## src/rtl/uart_duplex_core.sv

```systemverilog
// uart_duplex_core: parametrised full-duplex UART engine.
// TX path: valid/ready word input, start/data/parity/stop framing.
// RX path: 2-flop sync, mid-bit sampling, flags, FIFO output.
// Ports: clk, reset_n (sync, active low), parity_type[1:0]
//   TX: tx_data, tx_valid, tx_ready, tx_serial, tx_active, tx_done
//   RX: rx_serial, rx_data, rx_err[1:0], rx_valid, rx_ready,
//       rx_active, rx_overrun
// Option: define UART_LOOPBACK_EN to add the 'loopback' input,
// which routes internal TX into RX and parks the tx_serial pin high.
module uart_duplex_core #(
  parameter int DATA_BITS     = 8,
  parameter int CLKS_PER_BIT  = 434,
  parameter int STOP_BITS     = 1,
  parameter int RX_FIFO_DEPTH = 4
) (
  input  logic                 clk,
  input  logic                 reset_n,
`ifdef UART_LOOPBACK_EN
  input  logic                 loopback,
`endif
  input  logic [1:0]           parity_type,
  input  logic [DATA_BITS-1:0] tx_data,
  input  logic                 tx_valid,
  output logic                 tx_ready,
  output logic                 tx_serial,
  output logic                 tx_active,
  output logic                 tx_done,
  input  logic                 rx_serial,
  output logic [DATA_BITS-1:0] rx_data,
  output logic [1:0]           rx_err,
  output logic                 rx_valid,
  input  logic                 rx_ready,
  output logic                 rx_active,
  output logic                 rx_overrun
);

  localparam int CW = $clog2(CLKS_PER_BIT);
  localparam int BW = $clog2(DATA_BITS);
  localparam int AW = $clog2(RX_FIFO_DEPTH);
  localparam int EW = DATA_BITS + 2;

  localparam logic [CW-1:0] CNT_LAST = CW'(CLKS_PER_BIT - 1);
  localparam logic [CW-1:0] CNT_HALF = CW'(CLKS_PER_BIT / 2 - 1);
  localparam logic [BW-1:0] DATA_LAST = BW'(DATA_BITS - 1);
  localparam logic [BW-1:0] STOP_LAST = BW'(STOP_BITS - 1);

  typedef enum logic [2:0] {
    S_IDLE,
    S_START,
    S_DATA,
    S_PAR,
    S_STOP
  } uart_state_t;

  // ---------------- TX ----------------
  uart_state_t tx_state, tx_next;
  logic [CW-1:0] tx_cnt;
  logic [BW-1:0] tx_bit;
  logic [DATA_BITS-1:0] tx_shift;
  logic tx_par_en;
  logic tx_par_bit;
  logic tx_tick;
  logic tx_last_stop;
  logic tx_accept;
  logic tx_line;

  assign tx_tick = (tx_cnt == CNT_LAST);

  // The last stop cycle doubles as an idle cycle so a
  // waiting word can start with no gap.
  assign tx_last_stop = (tx_state == S_STOP) && tx_tick &&
                        (tx_bit == STOP_LAST);
  assign tx_ready  = (tx_state == S_IDLE) || tx_last_stop;
  assign tx_accept = tx_valid && tx_ready;
  assign tx_done   = tx_last_stop;
  assign tx_active = (tx_state != S_IDLE);

  always_comb begin
    tx_next = tx_state;
    tx_line = 1'b1;
    unique case (tx_state)
      S_IDLE: begin
        if (tx_accept) tx_next = S_START;
      end
      S_START: begin
        tx_line = 1'b0;
        if (tx_tick) tx_next = S_DATA;
      end
      S_DATA: begin
        tx_line = tx_shift[0];
        if (tx_tick && tx_bit == DATA_LAST)
          tx_next = tx_par_en ? S_PAR : S_STOP;
      end
      S_PAR: begin
        tx_line = tx_par_bit;
        if (tx_tick) tx_next = S_STOP;
      end
      S_STOP: begin
        if (tx_last_stop)
          tx_next = tx_accept ? S_START : S_IDLE;
      end
      default: tx_next = S_IDLE;
    endcase
  end

  always_ff @(posedge clk) begin
    if (!reset_n) begin
      tx_state   <= S_IDLE;
      tx_cnt     <= '0;
      tx_bit     <= '0;
      tx_shift   <= '0;
      tx_par_en  <= 1'b0;
      tx_par_bit <= 1'b0;
    end else begin
      tx_state <= tx_next;
      if (tx_accept) begin
        tx_cnt     <= '0;
        tx_bit     <= '0;
        tx_shift   <= tx_data;
        tx_par_en  <= parity_type[0] ^ parity_type[1];
        tx_par_bit <= (^tx_data) ^ (parity_type == 2'b01);
      end else if (tx_state != S_IDLE) begin
        tx_cnt <= tx_tick ? '0 : tx_cnt + CW'(1);
        if (tx_tick && tx_state == S_DATA) begin
          tx_shift <= tx_shift >> 1;
          tx_bit   <= (tx_bit == DATA_LAST) ? '0 : tx_bit + BW'(1);
        end
        if (tx_tick && tx_state == S_STOP)
          tx_bit <= tx_bit + BW'(1);
      end
    end
  end

  // ---------------- line routing ----------------
  logic rx_in;

`ifdef UART_LOOPBACK_EN
  logic lb_q;

  always_ff @(posedge clk) begin
    if (!reset_n) lb_q <= 1'b0;
    else          lb_q <= loopback;
  end

  assign rx_in     = lb_q ? tx_line : rx_serial;
  assign tx_serial = lb_q ? 1'b1 : tx_line;
`else
  assign rx_in     = rx_serial;
  assign tx_serial = tx_line;
`endif

  // ---------------- RX ----------------
  uart_state_t rx_state, rx_next;
  logic rx_meta;
  logic rx_sync;
  logic rx_prev;
  logic [CW-1:0] rx_cnt;
  logic [BW-1:0] rx_bit;
  logic [DATA_BITS-1:0] rx_shift;
  logic rx_par_en;
  logic rx_par_odd;
  logic rx_perr;
  logic rx_fall;
  logic rx_smp;
  logic rx_push;
  logic [EW-1:0] push_word;

  assign rx_fall = rx_prev && !rx_sync;

  // First sample lands mid start bit, the rest a bit period apart.
  assign rx_smp = (rx_state == S_START) ? (rx_cnt == CNT_HALF)
                                        : (rx_cnt == CNT_LAST);
  assign rx_push   = (rx_state == S_STOP) && rx_smp;
  assign push_word = {!rx_sync, rx_perr, rx_shift};
  assign rx_active = (rx_state != S_IDLE);

  always_comb begin
    rx_next = rx_state;
    unique case (rx_state)
      S_IDLE: begin
        if (rx_fall) rx_next = S_START;
      end
      S_START: begin
        if (rx_smp) rx_next = rx_sync ? S_IDLE : S_DATA;
      end
      S_DATA: begin
        if (rx_smp && rx_bit == DATA_LAST)
          rx_next = rx_par_en ? S_PAR : S_STOP;
      end
      S_PAR: begin
        if (rx_smp) rx_next = S_STOP;
      end
      S_STOP: begin
        if (rx_smp) rx_next = S_IDLE;
      end
      default: rx_next = S_IDLE;
    endcase
  end

  always_ff @(posedge clk) begin
    if (!reset_n) begin
      rx_meta    <= 1'b1;
      rx_sync    <= 1'b1;
      rx_prev    <= 1'b1;
      rx_state   <= S_IDLE;
      rx_cnt     <= '0;
      rx_bit     <= '0;
      rx_shift   <= '0;
      rx_par_en  <= 1'b0;
      rx_par_odd <= 1'b0;
      rx_perr    <= 1'b0;
    end else begin
      rx_meta  <= rx_in;
      rx_sync  <= rx_meta;
      rx_prev  <= rx_sync;
      rx_state <= rx_next;
      if (rx_state == S_IDLE) begin
        rx_cnt  <= '0;
        rx_bit  <= '0;
        rx_perr <= 1'b0;
        if (rx_fall) begin
          rx_par_en  <= parity_type[0] ^ parity_type[1];
          rx_par_odd <= (parity_type == 2'b01);
        end
      end else begin
        rx_cnt <= rx_smp ? '0 : rx_cnt + CW'(1);
        if (rx_smp && rx_state == S_DATA) begin
          rx_shift <= {rx_sync, rx_shift[DATA_BITS-1:1]};
          rx_bit   <= (rx_bit == DATA_LAST) ? '0 : rx_bit + BW'(1);
        end
        if (rx_smp && rx_state == S_PAR)
          rx_perr <= rx_sync ^ (^rx_shift) ^ rx_par_odd;
      end
    end
  end

  // ---------------- RX FIFO ----------------
  logic [EW-1:0] fifo_mem [RX_FIFO_DEPTH];
  logic [AW:0] wr_ptr;
  logic [AW:0] rd_ptr;
  logic fifo_empty;
  logic fifo_full;
  logic rx_pop;
  logic fifo_wr;

  assign fifo_empty = (wr_ptr == rd_ptr);
  assign fifo_full  = (wr_ptr[AW] != rd_ptr[AW]) &&
                      (wr_ptr[AW-1:0] == rd_ptr[AW-1:0]);
  assign rx_valid = !fifo_empty;
  assign rx_pop   = rx_valid && rx_ready;

  // A same-cycle pop frees the slot the push needs.
  assign fifo_wr = rx_push && (!fifo_full || rx_pop);

  assign {rx_err, rx_data} = fifo_empty ? '0
                           : fifo_mem[rd_ptr[AW-1:0]];

  always_ff @(posedge clk) begin
    if (fifo_wr) fifo_mem[wr_ptr[AW-1:0]] <= push_word;
  end

  always_ff @(posedge clk) begin
    if (!reset_n) begin
      wr_ptr     <= '0;
      rd_ptr     <= '0;
      rx_overrun <= 1'b0;
    end else begin
      if (fifo_wr) wr_ptr <= wr_ptr + (AW+1)'(1);
      if (rx_pop)  rd_ptr <= rd_ptr + (AW+1)'(1);
      rx_overrun <= rx_push && fifo_full && !rx_pop;
    end
  end

endmodule

```

## config.mk

```make
export PLATFORM = sky130hd
export DESIGN_NAME = uart_duplex_core
export DESIGN_NICKNAME = d
export VERILOG_FILES = /design/src/rtl/uart_duplex_core.sv
export SDC_FILE = /design/constraint.sdc
export NUM_CORES = 1
export LEC_CHECK = 0
export CELL_PAD_IN_SITES_DETAIL_PLACEMENT = 1
export CELL_PAD_IN_SITES_GLOBAL_PLACEMENT = 2
export CORE_MARGIN = 8
export CORE_UTILIZATION = 36
export DETAILED_ROUTE_END_ITERATION = 6
export GPL_ROUTABILITY_DRIVEN = 0
export HOLD_SLACK_MARGIN = 0.02
export PLACE_DENSITY_LB_ADDON = 0.1
export SLEW_MARGIN = 20
export SYNTH_ARGS = -nofsm -noshare
export SYNTH_HDL_FRONTEND = slang
export SYNTH_SLANG_ARGS = --single-unit
export TNS_END_PERCENT = 20
```

## constraint.sdc

```tcl
create_clock -name clk -period 3.2 [get_ports clk]
set_clock_uncertainty 0.1 [all_clocks]
set_input_delay 0.48 -clock clk [delete_from_list [all_inputs] [get_ports clk]]
set_output_delay 0.48 -clock clk [all_outputs]
set_load 0.01 [all_outputs]
```

==> results by group <==
Power
  • Total power draw: 3.239 mW
  • Cell leakage power: 2.083 nW
  • Pwr dens: around 580 nW/um^2
  • Max VDD drop: 263.9 uV

Detailed routing
  • Via Count: 3075
  • Drt drc: 0
  • WL per Instance: 15.11 microns
  • Final WL: 9477 microns
  • Vias per cell: 4.904
  • Final ANT Viol Nets: 0
  • 1st-iter DRT viols: 93
  • TritonRoute pass-1 iters: 4

Die
  • Core area: 13030 sq um
  • Die height: between 100 and 150 microns
  • Core Rows: 42
  • Die X: 130.7 microns
  • Initial core utilization: 36.31%
  • Die ar.: 17070 sq um
  • # IOs: 32

Outcome
  • Status: finished, final reports clean

Setup path
  • Nature of the critical path endpoint: output pin
  • FF-to-FF setup slack: roughly 0.7 ns
  • Crit path kind: reg -> out
  • Crit Reg-Reg Startpoint: rx_cnt[3]$_SDFF_PP0_
  • Worst-path maximum fanout: 6
  • Worst Path Buf+Inv: 1
  • Req. time, crit path: 2.62 ns
  • Worst path max stage delay: 0.54 ns
  • Crit-path slowest cell: clkdlybuf4s50_1
  • Critical Path AT: 2.32 ns
  • Startpoint types: flop
  • Crit-path cells: ha_1 -> and2_1 -> and4b_1 -> nand2_1 -> nor2_1 -> clkdlybuf4s50_1
  • CP startpoint: tx_cnt[0]$_SDFFE_PP0P_
  • Delay-heaviest family, CP: simple AND/OR/NAND/NOR gates

Clocking
  • Clk_lat worst skew: 0.35 ns
  • Clk root buf: clkbuf_16
  • Hold_buf cts: 0
  • CTS max path bufs: 2
  • CTS tree: done
  • Htree depth: 3
  • Num CTS Buffers: 9
  • CTS resizes: 0
  • Setup bufs post-CTS: 0
  • Clk sinks: 103
  • Clk slew on worst S/H paths: 0.07 ns

Layout
  • Final net count: 475
  • Area growth syn-to-layout: 17.79%
  • Post-Route Utilization: 42.77%
  • Design Area, Final: 5574 sq um
  • Layout cells sized above 1: 7.982%
  • ANT cells: 0
  • Post-route insts no fill: 627
  • Filler cell count: 1449

Logic synthesis
  • Top FF cell, synth: dfxtp_1
  • Synth Cell Area: 4732 sq um
  • Syn Nets: 447
  • Synth warn: 0
  • Synth Register Bits: ~100
  • Synth cell types: 52
  • Mean Syn Cell Area: 11.32 sq um
  • Post-synth EDFFs: 40
  • Synth async-reset ratio: 0%
  • Post-Syn Instances: 418
  • Post-synthesis sequential area ratio: between 50% and 60%

Timing
  • Setup_tns: 0 ns
  • Max-slew violations: 0
  • Fin Hold WS: ~0.3 ns
  • Final cycle utilization of the critical path: 90.65%
  • Final setup vio count: 0
  • Worst Tran Pin Value: 0.6518 ns
  • Min Tclk post-route: 2.901 ns
  • Slew headroom: 56.25%
  • Final hold viol count: 0
  • Unrepaired setup endpoints after global routing: false
  • Final worst slack: 0.2993 ns
  • Fmax: 344.7 MHz

Global route
  • Gr ovfl total: 0
  • Number of global-route vias before repair: 3160
  • GRT Util Overall: 11.90%
  • Wire length of the first global-routing pass: 15760 microns
  • Largest net degree at the start of global routing: 41
  • Initial antenna violation count: 0

Placed design
  • Post-DP HPWL: 6944 microns
  • IO Port Bufs: 31
  • Cells after DPL: 611
  • Dpl ws: 0.4468 ns
  • Cell Area, Placed: 5229 sq um

Flow run
  • Max-Cap Viols: 0

Worst hold path
  • Worst Hold Class: reg -> reg
  • Critical hold path startpoint: rx_meta$_SDFF_PN1_
==> cells by family (layout without fill, tap and decap cells) <==
kind of cell,Yosys count,after routing,share of synthesized area (%)
muxes,30,30,8.990
xor gates and xnor gates,38,38,7.324
adders and majority gates,14,14,3.702
DFF,103,103,52.04
and+or+nand+nor,159,159,18.88
buffers and inverters,30,63,2.432
AOI/OAI and AO/OA,44,44,6.637
==> state kept, by name, indices dropped and copies added, names as in the netlist, 3 cells and up, named ones only <==
register  count
rx_bit        3
tx_cnt        9
fifo_mem     40
rx_shift      8
rx_cnt        9
tx_bit        3
rd_ptr        3
rx_state      3
tx_shift      8
tx_state      3
wr_ptr        3
==> path summary, 6_finish.rpt <==
path                             to  depth (start not counted)
max                         tx_done                          6
min              rx_sync$_SDFF_PN1_                          1
max reg2reg  rx_bit[1]$_SDFFE_PP0P_                          5
min reg2reg      rx_sync$_SDFF_PN1_                          1
==> cells in the mapped netlist (4+ instances only) <==
library cell  count  share of area [%]
dfxtp_1          63                 27
nor2b_1          28                3.7
edfxtp_1         40                 25
a21oi_1          10                1.1
o211a_1           8                1.7
nand4_1           7               0.93
a21boi_0          4               0.63
nor2_1           26                2.1
and2_1           11                1.5
nor3b_1           5               0.79
o21ai_0           5               0.53
xor2_1           14                2.6
ha_1             14                3.7
clkbuf_1         15                1.2
nand3_1          11                1.2
and3_1            5               0.66
nand2_1          32                2.5
mux2i_1          20                4.2
xnor2_1          23                4.3
nand2b_1          5               0.66
nor3_1            8               0.85
inv_1            11               0.87
mux4_2           10                4.8
==> placed cells by master (no fill, tap or decap), types with 2 or more instances in the layout <==
cell	synthesis	layout
clkdlybuf4s50_1	0	31
and3_1	5	5
a21o_1	2	2
a211oi_1	2	2
a31oi_1	3	3
ha_1	14	14
o21ai_0	5	5
xnor2_1	23	23
and4b_1	2	2
clkinv_4	0	2
nor2b_1	28	28
mux2i_1	20	20
mux4_2	10	10
nand2b_1	5	5
xor2_1	14	14
clkbuf_16	0	9
bufinv_16	0	3
buf_4	0	4
nand3b_1	2	2
nor2_1	26	26
a21boi_0	4	4
nand2_1	32	32
edfxtp_1	40	40
nand3_1	11	11
or3_1	3	3
nor3_1	8	8
inv_1	11	11
dfxtp_1	63	63
clkinv_1	1	2
o211a_1	8	8
nor4b_1	3	2
nor3b_1	5	5
nand4_1	7	7
o21a_1	3	3
and2_1	11	11
and4bb_2	2	2
a21oi_1	10	10
==> power breakdown <==
part | internal, mW | switching (mW)
sequential | 1.41 | 0.0719
combinational | 0.238 | 0.271
clock | 0.767 | 0.477
total | 2.42 | 0.820
==> routing by layer <==
| layer | GRT usage (%) | share of wire, % | up-vias |
|---|---|---|---|
| li1 | - | - | 1544 |
| met1 | 14.78 | 48 | 1481 |
| met5 | 0 | 0 | - |
| met4 | 5.672 | 1.8 | 0 |
| met2 | 19.25 | 46 | 39 |
| met3 | 2.679 | 3.6 | 11 |
==> cell type report <==
type                            instances  area, sq um  share of cell area, %
Clock inverter                          7        120.1                  2.155
Clock buffer                            9        225.2                  4.040
Multi-Input combinational cell        285         2161                  38.77
Sequential cell                       103         2462                  44.18
Inverter                               12        45.04                 0.8081
Tap cell                              176        220.2                  3.951
Timing Repair Buffer                   35        340.3                  6.105
Power figures use the tool's default switching activity.
